$ cat config.mk
export PLATFORM = sky130hd
export DESIGN_NAME = branch_recovery
export DESIGN_NICKNAME = d
export VERILOG_FILES = /design/src/rtl/branch_recovery.sv
export SDC_FILE = /design/constraint.sdc
export NUM_CORES = 1
export LEC_CHECK = 0
export CAP_MARGIN = 20
export CORE_ASPECT_RATIO = 1.1
export CORE_UTILIZATION = 31
export DETAILED_ROUTE_END_ITERATION = 7
export PLACE_DENSITY_LB_ADDON = 0.2
export SETUP_SLACK_MARGIN = 0.4
export SYNTH_ARGS = -nofsm -noshare
export SYNTH_HDL_FRONTEND = slang
export SYNTH_SLANG_ARGS = --single-unit
$ cat constraint.sdc
create_clock -name clk -period 4.47 [get_ports clk]
set_input_delay 1.341 -clock clk [delete_from_list [all_inputs] [get_ports clk]]
set_output_delay 1.341 -clock clk [all_outputs]
set_load 0.05 [all_outputs]
$ cat src/rtl/branch_recovery.sv
`default_nettype none
// ============================================================================
// Module      : branch_recovery
// Description : Fetch-side branch recovery. Records every branch predicted in
//               ID in an in-order in-flight queue, checks the MEM-stage
//               resolution against the queue head and, on a mispredict,
//               issues a registered PC redirect, flush pulses and a squash
//               window during which ID pushes and MEM resolutions are ignored.
// Revision    : 1.0 - initial release
// ============================================================================
module branch_recovery #(
    parameter int DEPTH         = 4,
    parameter int SQUASH_CYCLES = 2
) (
    input  logic        clk,
    input  logic        rst_n,
    input  logic        id_branch,
    input  logic [31:0] id_pc,
    input  logic        id_pred_taken,
    input  logic [31:0] id_pred_target,
    input  logic        me_branch,
    input  logic        me_taken,
    input  logic [31:0] me_target,
    input  logic [31:0] me_pc_next,
    output logic        redirect_valid,
    output logic [31:0] redirect_pc,
    output logic        flush_if_id,
    output logic        flush_id_ex,
    output logic        flush_ex_me,
    output logic        squashing,
    output logic        q_full,
    output logic        q_empty,
    output logic [15:0] mispredict_count,
    output logic        order_error
);

    localparam int c_PTR_W = (DEPTH > 1) ? $clog2(DEPTH) : 1;
    localparam int c_CNT_W = c_PTR_W + 1;
    localparam int c_SQ_W  = $clog2(SQUASH_CYCLES + 1);

    localparam logic [c_CNT_W-1:0] c_FULL_CNT = c_CNT_W'(DEPTH);
    localparam logic [c_CNT_W-1:0] c_CNT_ONE  = c_CNT_W'(1);
    localparam logic [c_PTR_W-1:0] c_PTR_ONE  = c_PTR_W'(1);
    localparam logic [c_SQ_W-1:0]  c_SQ_LOAD  = c_SQ_W'(SQUASH_CYCLES - 1);
    localparam logic [c_SQ_W-1:0]  c_SQ_ONE   = c_SQ_W'(1);

    localparam logic [1:0] c_IDLE     = 2'd0;
    localparam logic [1:0] c_REDIRECT = 2'd1;
    localparam logic [1:0] c_SQUASH   = 2'd2;

    // Queue storage (no reset needed: validity is tracked by the pointers)
    logic [31:0]        r_q_pc    [DEPTH];
    logic               r_q_taken [DEPTH];
    logic [31:0]        r_q_tgt   [DEPTH];

    logic [c_PTR_W-1:0] r_head;
    logic [c_PTR_W-1:0] r_tail;
    logic [c_CNT_W-1:0] r_count;
    logic [1:0]         r_state;
    logic [c_SQ_W-1:0]  r_sq_cnt;
    logic [31:0]        r_redirect_pc;
    logic [15:0]        r_mcount;
    logic               r_order_err;

    logic               w_in_idle;
    logic               w_full;
    logic               w_empty;
    logic               w_pop_ok;
    logic               w_push_ok;
    logic               w_mispredict;
    logic               w_order_viol;
    logic [31:0]        w_head_pc;
    logic               w_head_taken;
    logic [31:0]        w_head_tgt;

    // Queue status, head decode and the accept / mispredict / violation terms
    always_comb begin
        w_in_idle    = (r_state == c_IDLE);
        w_full       = (r_count == c_FULL_CNT);
        w_empty      = (r_count == '0);
        w_head_pc    = r_q_pc[r_head];
        w_head_taken = r_q_taken[r_head];
        w_head_tgt   = r_q_tgt[r_head];
        w_pop_ok     = w_in_idle && me_branch && !w_empty;
        // A push into a full queue is fine when the head leaves the same cycle
        w_push_ok    = w_in_idle && id_branch && (!w_full || w_pop_ok);
        w_mispredict = w_pop_ok &&
                       ((me_taken != w_head_taken) ||
                        (me_taken && (w_head_tgt != me_target)));
        // Head PC mismatch is flagged but the outcome is still evaluated
        w_order_viol = w_in_idle &&
                       ((id_branch && w_full && !w_pop_ok) ||
                        (me_branch && w_empty) ||
                        (w_pop_ok && (w_head_pc != (me_pc_next - 32'd4))));
    end

    // Entry write at the tail
    always_ff @(posedge clk) begin
        if (w_push_ok) begin
            r_q_pc[r_tail]    <= id_pc;
            r_q_taken[r_tail] <= id_pred_taken;
            r_q_tgt[r_tail]   <= id_pred_target;
        end
    end

    // Queue pointers/count; a mispredict discards every entry including a same-cycle push
    always_ff @(posedge clk or negedge rst_n) begin
        if (!rst_n) begin
            r_head  <= '0;
            r_tail  <= '0;
            r_count <= '0;
        end else if (w_mispredict) begin
            r_head  <= '0;
            r_tail  <= '0;
            r_count <= '0;
        end else begin
            if (w_push_ok) begin
                r_tail <= r_tail + c_PTR_ONE;
            end
            if (w_pop_ok) begin
                r_head <= r_head + c_PTR_ONE;
            end
            case ({w_push_ok, w_pop_ok})
                2'b10:   r_count <= r_count + c_CNT_ONE;
                2'b01:   r_count <= r_count - c_CNT_ONE;
                default: r_count <= r_count;
            endcase
        end
    end

    // Recovery state machine: IDLE -> REDIRECT (1 cycle) -> SQUASH -> IDLE
    always_ff @(posedge clk or negedge rst_n) begin
        if (!rst_n) begin
            r_state  <= c_IDLE;
            r_sq_cnt <= '0;
        end else begin
            case (r_state)
                c_IDLE: begin
                    if (w_mispredict) begin
                        r_state <= c_REDIRECT;
                    end
                end
                c_REDIRECT: begin
                    r_state  <= c_SQUASH;
                    r_sq_cnt <= c_SQ_LOAD;
                end
                c_SQUASH: begin
                    if (r_sq_cnt == '0) begin
                        r_state <= c_IDLE;
                    end else begin
                        r_sq_cnt <= r_sq_cnt - c_SQ_ONE;
                    end
                end
                default: begin
                    r_state <= c_IDLE;
                end
            endcase
        end
    end

    // Corrected fetch PC and saturating mispredict counter, captured at the resolving edge
    always_ff @(posedge clk or negedge rst_n) begin
        if (!rst_n) begin
            r_redirect_pc <= '0;
            r_mcount      <= '0;
        end else if (w_mispredict) begin
            r_redirect_pc <= me_taken ? me_target : me_pc_next;
            if (r_mcount != 16'hFFFF) begin
                r_mcount <= r_mcount + 16'd1;
            end
        end
    end

    // Sticky protocol-violation flag, cleared only by reset
    always_ff @(posedge clk or negedge rst_n) begin
        if (!rst_n) begin
            r_order_err <= 1'b0;
        end else if (w_order_viol) begin
            r_order_err <= 1'b1;
        end
    end

    assign redirect_valid   = (r_state == c_REDIRECT);
    assign flush_if_id      = (r_state == c_REDIRECT);
    assign flush_id_ex      = (r_state == c_REDIRECT);
    assign flush_ex_me      = (r_state == c_REDIRECT);
    assign squashing        = (r_state == c_SQUASH);
    assign redirect_pc      = r_redirect_pc;
    assign q_full           = w_full;
    assign q_empty          = w_empty;
    assign mispredict_count = r_mcount;
    assign order_error      = r_order_err;

endmodule
`default_nettype wire

== Word-level counts from Yosys, hierarchy flattened ==
Memory sizes are Yosys's and may differ from the RTL's.
Cells that the tools add are included.
Operators by class
  $add $sub $neg: 7
  mux-type cells: 14
  reduce and logical (&&, ||, !) cells: 28
  eq/ne operators: 12
Operator list (count)
  $ne A32 B32 Y1: 2
  $mux W32: 1
  $sub A32 B3 Y32 const B: 1
  $add A16 B1 Y16 const B: 1
  $ne A16 B16 Y1 const B: 1
  $mux W2: 7
  $logic_and A1 B1 Y1: 11
  $pmux W2 S3: 1
  $pmux W3 S2: 1
  $reduce_and A2 Y1: 3
  $reduce_bool A2 Y1: 3
  $add A2 B1 Y2 const B: 2
  $eq A2 B1 Y1 const B: 2
  $eq A2 B2 Y1 const B: 2
  $logic_not A2 Y1: 2
  $logic_or A1 B1 Y1: 4
  $ne A2 B1 Y1 const B: 2
  $pmux W2 S2: 1
  $add A3 B1 Y3 const B: 1
  $eq A3 B3 Y1 const B: 1
  $logic_not A1 Y1: 3
  $logic_not A3 Y1: 1
  $mux W3: 1
  $reduce_bool A3 Y1: 1
  5 further kinds: 6
Word-level totals
  memories: 3
  flip-flop bits (word level): 60
  input bits: 134
  RAM bits: 260
  word-level logic and storage cells: 72
Memory list
  r_q_pc: depth 4, bits a word 32, read ports 1, clocked after Yosys merged registers in 0, write ports 1, RTL line 52  | logic [31:0] r_q_pc [DEPTH];
  r_q_tgt: depth 4, bits a word 32, read ports 1, clocked after Yosys merged registers in 0, write ports 1, RTL line 54  | logic [31:0] r_q_tgt [DEPTH];
  r_q_taken: depth 4, bits a word 1, read ports 1, clocked after Yosys merged registers in 0, write ports 1, RTL line 53  | logic r_q_taken [DEPTH];

== Logic depth before layout (Yosys ltp) ==
  depth after elaboration: 8
  depth in mapped cells: 13
  depth with buffers taken out: 10

== Worst setup path after synthesis ==
Ideal clock, no wire load.
  path type: in2reg
  start point: input port me_branch
  end point: memory r_q_pc[1][0], enable pin
  buffers on the path: 1
  required time: 4.040 ns
  cell stages on the path: 5
  setup time: 0.430 ns
  arrival: 3.908 ns
  setup slack: 0.132 ns
  path through: nand2b_1 -> or3_1 -> clkbuf_1 -> a21oi_1 -> and2_1
Between the ends
  word-level cells in the longest chain between the ends: 6
RTL lines
  start, declared: RTL line 21  | input logic me_branch,
  $logic_and A1 B1 Y1 (2 in series): RTL line 84  | w_pop_ok = w_in_idle && me_branch && !w_empty;
  $logic_or A1 B1 Y1: RTL line 86  | w_push_ok = w_in_idle && id_branch && (!w_full || w_pop_ok);
  $logic_and A1 B1 Y1: RTL line 86
  $mux W1: RTL line 99  | if (w_push_ok) begin
  $mux W1 (not written as such): RTL line 100  | r_q_pc[r_tail] <= id_pc;
  end, declared: RTL line 52
Every way passes these cells.

== Worst setup path in the final report ==
  start point: input port me_pc_next[2]
  end point: register r_order_err, in the netlist order_error
Between the ends
  word-level cells in the longest chain between the ends: 5
RTL lines
  start, declared: RTL line 24  | input logic [31:0] me_pc_next,
  $sub A32 B3 Y32: RTL line 94  | (w_pop_ok && (w_head_pc != (me_pc_next - 32'd4))));
  $ne A32 B32 Y1: RTL line 94
  $logic_and A1 B1 Y1: RTL line 94
  $logic_or A1 B1 Y1: RTL line 93  | (me_branch && w_empty) ||
  $logic_and A1 B1 Y1: RTL line 91  | w_order_viol = w_in_idle &&
  end signal, assigned: RTL line 177  | r_order_err <= 1'b0;
  end signal, assigned: RTL line 179  | r_order_err <= 1'b1;
  end, declared: RTL line 63  | logic r_order_err;
Every way passes these cells.
A chain may end at the register's enable or synchronous reset.

==> flow_metrics.tcl <==
set metrics [dict create \
    clock_latency_ns 0.53 \
    postCtsSetupBuffers 0 \
    whs_path_depth 2 \
    grt_max_degree 45 \
    ys_ff_latch 320 \
    clk_pin_slew_ns 0.06 \
    row_count 80 \
    slew_headroom_pct 42.9 \
    wirelength_um 38800 \
    overflow 0 \
    io_buffers 189 \
    layout.nets 1247 \
    worstSetupEndpointType "flop" \
    finalSetupViolations 0 \
    drtIter0Drc 557 \
    clock_skew_ns 0.0279 \
    dp_slack_ns 0.0178 \
    synth_area_leaders "edfxtp_1 57%, dfrtp_1 11%, mux4_2 9.3%" \
    ioPinCount 190 \
    syn_avg_cell_area_um2 16.1 \
    die_x_um 203 \
    n_antenna_cell 0 \
    clockBufferDepth 3 \
    synth_nets 999 \
    die_y_um 223 \
    required_ns 4.86 \
    layout_setup_ws_ns 0.591 \
    cp-start-kind "input pin" \
    gp_congestion 0.891 \
    grt_pass1_wl_um 56800 \
    period_share_pct 86.8 \
    worst_pin_slew_ns 0.854 \
    cts_tree "done" \
    synthArstFlopShare_pct 18.8 \
    netlist.area_leader.share_pct 56.5 \
    start_util_pct 31.7 \
    irDropWorstVdd_v 0.000310 \
    rsz0062_at_grt "no" \
    final_antenna_net_count 0 \
    dieArea_um2 45400 \
    grt_pass1_vias 8569 \
    critPathArrivalTime_ns 4.27 \
    routedWlPerCell_um 22.7 \
    cts_inserted_buffers 36 \
    max_freq_mhz 258 \
    ys.flop_type "edfxtp_1" \
    slew_violations 0 \
    criticalPathCategory "input pin to flop" \
    tns_ns 0 \
    antenna_found_initial 3 \
    worstPathMaxFanout 4 \
    ys_types 56 \
    ys_seq_area_share_pct 67.4 \
    root_buffer "clkbuf_16" \
    dpl.hpwl_um 28600 \
    drt_first_pass_iters 5 \
    yosysTopAreaCell "edfxtp_1" \
    vias 8299 \
    clock_sinks 320 \
    synth_most_common_cell "edfxtp_1" \
    post-route-drc-count 0 \
    synthesis.area_um2 13800 \
    via_per_inst 4.86 \
    yosysWarnings 0 \
    area_growth_pct 30.6 \
    synthTopCellsByCount "260 x edfxtp_1, 60 x dfrtp_1, 57 x mux4_2" \
    placeableCoreArea_um2 43600 \
    status "finished clean" \
    synth_edf_count 260 \
    layout_min_cycle_time_ns 3.88 \
    drive_above_1_share_pct 16.7 \
    powerDensity_nw_per_um2 616 \
    ctsHtreeMaxLevel 2 \
    cap_viol_max_count 0 \
    gr-usage-all-layers_pct 17.3 \
    leakagePower_nw 6.23 \
    finalHoldViolations 0 \
    synth_cells 857 \
    worstRegToRegCells 8 \
    min_path_type "flop to flop" \
    utilization_pct 41.4 \
]
-- worst max-delay path, stage by stage --
cell	delay (ns)
clkdlybuf4s50_1	0.47
inv_1	0.12
ha_1	0.23
nand2b_1	0.12
nand2b_1	0.25
or4_1	0.59
o21ai_0	0.14
or4b_2	0.63
nor4_2	0.26
a31oi_1	0.11
-- layer usage --
metal  global-route usage (%)  wire [um]  up-vias
li1                         -          -     3819
met1                     23.3      17100     4157
met2                     28.2      18600      252
met3                     3.46       2180       65
met4                     5.00        886        6
met5                        0         37        -
-- what timing repair did --
item / in CTS / in global routing
hold buffers: 0 / 0
gates resized for setup: 0 / 1
endpoints found under the hold margin: 0 / 0
endpoints found under the setup margin: 0 / 1
-- cell usage in the layout, fill, tap and decap left out, types with 7 or more instances in the layout --
cell type	count
edfxtp_1	260
clkdlybuf4s50_1	187
dfrtp_1	58
mux4_2	57
nand2_1	54
xnor2_1	52
mux2i_1	50
o21ai_0	48
buf_4	47
clkbuf_16	37
nor2_1	36
xor2_1	30
nor3_1	18
a21oi_1	15
nor4_1	14
buf_12	13
nand4_1	11
clkbuf_1	10
or3_1	9
inv_1	9
nand3_1	7
ha_1	7
-- kinds of logic (layout without fill, tap and decap cells) --
group           Yosys count  in the layout  synth area share [%]
simple gates            190            190                  7.16
fa+ha+maj                 8              8                 0.779
buf+inv                  48            324                  1.93
compound gates           98             98                  4.33
mux                     111            111                  13.2
flops                   320            320                  67.4
xor+xnor                 82             82                  5.20
-- worst paths after layout --
path | to | start | slack (ns)
min reg2reg | redirect_pc[8] | redirect_pc[8] | 0.48
max reg2reg | order_error | r_head[0] | 0.91
min | redirect_pc[8] | redirect_pc[8] | 0.48
max in group asynchronous | redirect_pc[24] | rst_n | 3.09
max | order_error | me_pc_next[2] | 0.59
min in group asynchronous | r_sq_cnt[1] | rst_n | 0.65
-- registers in the layout (all words and copies together), names as in the netlist --
signal	flops
r_q_pc	128
r_head	2
r_count	3
r_sq_cnt	2
r_q_taken	4
redirect_pc	32
r_tail	2
order_error	1
r_q_tgt	128
mispredict_count	16
r_state	2
-- metrics by stage --
stage                     cells  power (W)  instance area [um^2]  hold slack, ns
after floorplan             857    0.00673                 13800           0.506
after global routing       1707     0.0116                 18000           0.499
final                      1707     0.0111                 18000           0.478
after global placement     1640    0.00813                 16800           0.466
after CTS                  1706     0.0113                 18000           0.486
after detailed placement   1640    0.00816                 16800           0.474
-- power breakdown --
group | internal [W] | switching (W)
logic | 0.00163 | 0.00221
registers | 0.00384 | 0.000369
clock network | 0.00189 | 0.00117
total | 0.00736 | 0.00375
-- final cells by class --
class / instances / area, um^2
Timing Repair Buffer: 249 / 2490
Multi-Input combinational cell: 489 / 4260
Inverter: 9 / 33.8
Fill cell: 4054 / 25600
Clock buffer: 48 / 977
Clock inverter: 18 / 246
Sequential cell: 320 / 9320
Tap cell: 574 / 718
Power figures use the tool's default switching activity.
